## src/rtl/mem_port_arbiter.sv

```systemverilog
// Shares one memory port between fetch (IF) and load/store (LS), with one transaction in flight.
// Define ARB_ROUND_ROBIN_EN to resolve ties round-robin; otherwise LS wins every tie.
module mem_port_arbiter #(
    parameter int unsigned ADDR_WIDTH = 64,
    parameter int unsigned DATA_WIDTH = 64,
    parameter int unsigned MASK_WIDTH = 8
) (
    input  logic                  clk,
    input  logic                  rst,
    input  logic                  if_req_valid,
    output logic                  if_req_ready,
    input  logic [ADDR_WIDTH-1:0] if_addr,
    output logic                  if_rsp_valid,
    output logic [DATA_WIDTH-1:0] if_rdata,
    input  logic                  ls_req_valid,
    output logic                  ls_req_ready,
    input  logic [ADDR_WIDTH-1:0] ls_addr,
    input  logic                  ls_wen,
    input  logic [DATA_WIDTH-1:0] ls_wdata,
    input  logic [MASK_WIDTH-1:0] ls_wmask,
    output logic                  ls_rsp_valid,
    output logic [DATA_WIDTH-1:0] ls_rdata,
    output logic                  mem_req_valid,
    input  logic                  mem_req_ready,
    output logic [ADDR_WIDTH-1:0] mem_addr,
    output logic                  mem_wen,
    output logic [DATA_WIDTH-1:0] mem_wdata,
    output logic [MASK_WIDTH-1:0] mem_wmask,
    input  logic                  mem_rsp_valid,
    input  logic [DATA_WIDTH-1:0] mem_rdata
);

    typedef enum logic [1:0] {StIdle, StReq, StResp} state_e;

    localparam logic OwnerIf = 1'b0;
    localparam logic OwnerLs = 1'b1;

    state_e                state_q, state_d;
    logic                  owner_q, owner_d;
    logic [ADDR_WIDTH-1:0] addr_q, addr_d;
    logic                  wen_q, wen_d;
    logic [DATA_WIDTH-1:0] wdata_q, wdata_d;
    logic [MASK_WIDTH-1:0] wmask_q, wmask_d;

    logic grant_if;
    logic grant_ls;

`ifdef ARB_ROUND_ROBIN_EN
    logic last_grant_q, last_grant_d;

    // On a tie, favour the side that did not win the previous accept.
    always_comb begin
        grant_ls = ls_req_valid && (!if_req_valid || (last_grant_q == OwnerIf));
        grant_if = if_req_valid && !grant_ls;
    end
`else
    always_comb begin
        grant_ls = ls_req_valid;
        grant_if = if_req_valid && !ls_req_valid;
    end
`endif

    always_comb begin
        state_d = state_q;
        owner_d = owner_q;
        addr_d  = addr_q;
        wen_d   = wen_q;
        wdata_d = wdata_q;
        wmask_d = wmask_q;
`ifdef ARB_ROUND_ROBIN_EN
        last_grant_d = last_grant_q;
`endif
        unique case (state_q)
            StIdle: begin
                if (grant_ls) begin
                    state_d = StReq;
                    owner_d = OwnerLs;
                    addr_d  = ls_addr;
                    wen_d   = ls_wen;
                    wdata_d = ls_wdata;
                    wmask_d = ls_wmask;
`ifdef ARB_ROUND_ROBIN_EN
                    last_grant_d = OwnerLs;
`endif
                end else if (grant_if) begin
                    state_d = StReq;
                    owner_d = OwnerIf;
                    addr_d  = if_addr;
                    wen_d   = 1'b0;
                    wdata_d = '0;
                    wmask_d = '0;
`ifdef ARB_ROUND_ROBIN_EN
                    last_grant_d = OwnerIf;
`endif
                end
            end
            StReq: begin
                if (mem_req_ready) begin
                    state_d = StResp;
                end
            end
            StResp: begin
                if (mem_rsp_valid) begin
                    state_d = StIdle;
                end
            end
            default: state_d = StIdle;
        endcase
    end

    always_ff @(posedge clk) begin
        if (!rst) begin
            state_q <= StIdle;
            owner_q <= OwnerIf;
            addr_q  <= '0;
            wen_q   <= 1'b0;
            wdata_q <= '0;
            wmask_q <= '0;
`ifdef ARB_ROUND_ROBIN_EN
            last_grant_q <= OwnerIf;
`endif
        end else begin
            state_q <= state_d;
            owner_q <= owner_d;
            addr_q  <= addr_d;
            wen_q   <= wen_d;
            wdata_q <= wdata_d;
            wmask_q <= wmask_d;
`ifdef ARB_ROUND_ROBIN_EN
            last_grant_q <= last_grant_d;
`endif
        end
    end

    // Handshakes are masked while rst is low so every output reads 0 during reset.
    always_comb begin
        if_req_ready  = rst && (state_q == StIdle) && grant_if;
        ls_req_ready  = rst && (state_q == StIdle) && grant_ls;
        mem_req_valid = rst && (state_q == StReq);
        if_rsp_valid  = rst && (state_q == StResp) && mem_rsp_valid && (owner_q == OwnerIf);
        ls_rsp_valid  = rst && (state_q == StResp) && mem_rsp_valid && (owner_q == OwnerLs);
        if_rdata      = if_rsp_valid ? mem_rdata : '0;
        ls_rdata      = ls_rsp_valid ? mem_rdata : '0;
        mem_addr      = addr_q;
        mem_wen       = wen_q;
        mem_wdata     = wdata_q;
        mem_wmask     = wmask_q;
    end

endmodule

```

## config.mk

```make
export PLATFORM = sky130hd
export DESIGN_NAME = mem_port_arbiter
export DESIGN_NICKNAME = d
export VERILOG_FILES = /design/src/rtl/mem_port_arbiter.sv
export SDC_FILE = /design/constraint.sdc
export NUM_CORES = 1
export LEC_CHECK = 0
export BUFFER_PORTS_ARGS = -buffer_cell sky130_fd_sc_hd__buf_2
export CORE_AREA = 4 4 205 207
export CTS_BUF_LIST = sky130_fd_sc_hd__clkbuf_8
export DETAILED_ROUTE_END_ITERATION = 10
export DIE_AREA = 0 0 209 211
export PLACE_DENSITY = 0.37
export SLEW_MARGIN = 20
export SYNTH_ARGS = -nofsm -noshare
export SYNTH_HDL_FRONTEND = slang
export SYNTH_SLANG_ARGS = --single-unit
export TNS_END_PERCENT = 50
```

## constraint.sdc

```tcl
create_clock -name clk -period 3.3 [get_ports clk]
set_input_delay 0.495 -clock clk [delete_from_list [all_inputs] [get_ports clk]]
set_output_delay 0.495 -clock clk [all_outputs]
set_load 0.005 [all_outputs]
```

==> run metrics <==
placed insts=1,635; commonest non-fill, non-tap cell in the layout=buf_2; CTS H-tree lvls=4; largest area contributor in the netlist=dfxtp_1; area grow syn2layout=57.3%; Remaining DRCs=0; Post-synth EDFFs=0; Crit path max-delay family=simple AND/OR/NAND/NOR gates; hold-fix buffers at CTS=0; warnings from Yosys=0; Max clock buf depth=2; cells along the critical path=nor2b_1 > and4_2 > buf_4 > and2_1 > buf_2; synth top area cells=dfxtp_1 45%, and2_1 13%, a22o_1 10%; DIE HEIGHT=211 um; WL/cell=18.4 um; Worst slew margin=45.2%; TritonCTS clock tree=yes; crit path time final=2580 ps; Final Util=24.5%; clock sink count=140; Min-Delay Endpoint=mem_wdata[51]; Post-CTS Setup Inserts=0; Vias=6,660; initial drt markers=218; initial antenna violation count=15; Pleak=5.82 nW; DIE AREA=44,100 um2; hold path cells=2; gr ovfl total=0; Nets=1,393; status=completed; Detailed Place HPWL=24.3 mm; dpl ws=794 ps; chip width=209 um; commonest non-fill, non-tap cells in the layout=539 x buf_2, 140 x dfxtp_1, 129 x and2_1; Gate Count Post-Synth=615; GRT Util Overall=13.0%; FMAX=388 MHz; fill cell count=4,454; first-pass GRT wire length=43.3 mm; Power Dens Cells=433 nW/um2; placement row count=74; Worst Path Required=2800 ps; Yosys reg bits=140; main flop type after synthesis=dfxtp_1; final period utilization=78.2%; sequential cell area=2800 um2; Worst-path clk slew=90 ps; final WL=30.8 mm; Initial Util=15.6%; area of the multi-input gates=3180 um2; Fin. Hold Viols=0; Slew @ Worst Pin=822 ps; Setup TNS Final=0 ps; Pre-antenna DRT Iters=4; Post-Route Skew=10.4 ps; CP max stage cell=buf_4; final number of setup-violating endpoints=0; register area share after synthesis=44.6%; vias in the first global route=6,607; TritonCTS Buffers=17; Final Non-Filler Cells=1,672; Synth async-reset ratio=0%; Worst Hold Class=primary input to register; Final Max Slew Viols=0; Crit path largest cell delay=430 ps; Mean Syn Cell Area=10.2 um2; layout cell share with drive strength beyond 1=52.0%; Worst Path Buf+Inv=2; post-cts resize count=0; ANT nets after route=0; pin count of the biggest net entering global routing=67; r2r startpoint=state_q[1]; final worst setup slack=720 ps; CP max FO=65; Worst setup EP type=output pin; clock latency on the worst-skew pair=480 ps; area share of the largest cell type after synthesis=44.6%; PortBufs=540; Post-Syn Nets=886; io pins=541; Placer Congestion=0.853; worst hold start=ls_wdata[51]; Reg2Reg Depth=5; WP data arrival=2090 ps; Worst VDD drop=227 uV; r2r setup slk=1150 ps; cell count along the critical path=5; RSZ-0062 raised after global routing=false; CTS root buf=clkbuf_8; Via density=3.98; Startpoint Class=register; Max Cap Viol=0; WS Path Type=register to output pin; synth unique cells=21; core box area=40,400 um2; FF-to-FF End=mem_wdata[33]; Netlist Area Pre-Place=6290 um2
metrics by stage:
stage | power (mW) | hold WS (ps) | instance area (um2)
6_report | 4.29 | 220 | 9890
5_1_grt | 4.54 | 155 | 9880
4_1_cts | 4.41 | 149 | 9870
3_5_place_dp | 2.95 | 450 | 9490
3_3_place_gp | 2.95 | 452 | 9490
2_1_floorplan | 2.41 | 434 | 6290
worst register-to-register path, cell delays in order (launching register included):
cell,delay (ps)
dfxtp_1,390
nor2_4,300
buf_4,610
a21boi_4,270
buf_12,260
a22o_1,220
sequential cells by signal, indices dropped and copies added (netlist names):
| signal | flops |
|---|---|
| mem_wen | 1 |
| owner_q | 1 |
| mem_wmask | 8 |
| mem_addr | 64 |
| mem_wdata | 64 |
| state_q | 2 |
worst max path at each step:
stage               start           end  slack (ps)
2_1_floorplan         rst  ls_rdata[10]        1500
3_3_place_gp          rst  ls_rdata[59]         800
3_5_place_dp          rst  ls_rdata[59]         790
4_1_cts        state_q[0]  ls_rdata[59]         610
5_1_grt        state_q[0]  ls_rdata[59]         470
6_report       state_q[0]  ls_rdata[59]         720
logic make-up after synthesis:
| group | count (synthesis) | synth area share [%] |
|---|---|---|
| compound gates | 141 | 20.9 |
| flops | 140 | 44.6 |
| buf+inv | 66 | 5.21 |
| simple gates | 204 | 19.1 |
| mux | 64 | 10.2 |
area by class of cell:
class,count,area share (%)
Multi-Input combinational cell,409,32.2
Timing Repair Buffer,553,28.7
Sequential cell,140,28.3
Tap cell,532,6.73
Clock buffer,17,2.37
Clock inverter,14,1.49
Antenna cell,6,0.152
Inverter,1,0.0380
cell usage after synthesis (2+ instances only):
cell,instances
mux2i_1,64
buf_4,9
buf_1,6
nor2b_1,3
o211a_1,64
dfxtp_1,140
buf_2,37
nor2_1,2
a22o_1,74
clkbuf_1,13
and2_1,130
nand3_1,64
where the power goes:
group	total, mW	leakage [nW]	internal (mW)	switching [mW]
registers	1.95	1.16	1.86	0.0859
logic	0.931	4.48	0.450	0.481
clock network	1.41	0.186	0.667	0.739
total	4.29	5.82	2.98	1.31
per-layer routing:
layer  GRT usage [%]  up-vias  share of wire (%)
met5               0        -                  0
met4            4.68        0                2.9
li1                -     3253                  -
met3            3.67       45                6.7
met2            24.4      305                 53
met1            14.1     3057                 38
Power figures use the tool's default switching activity.
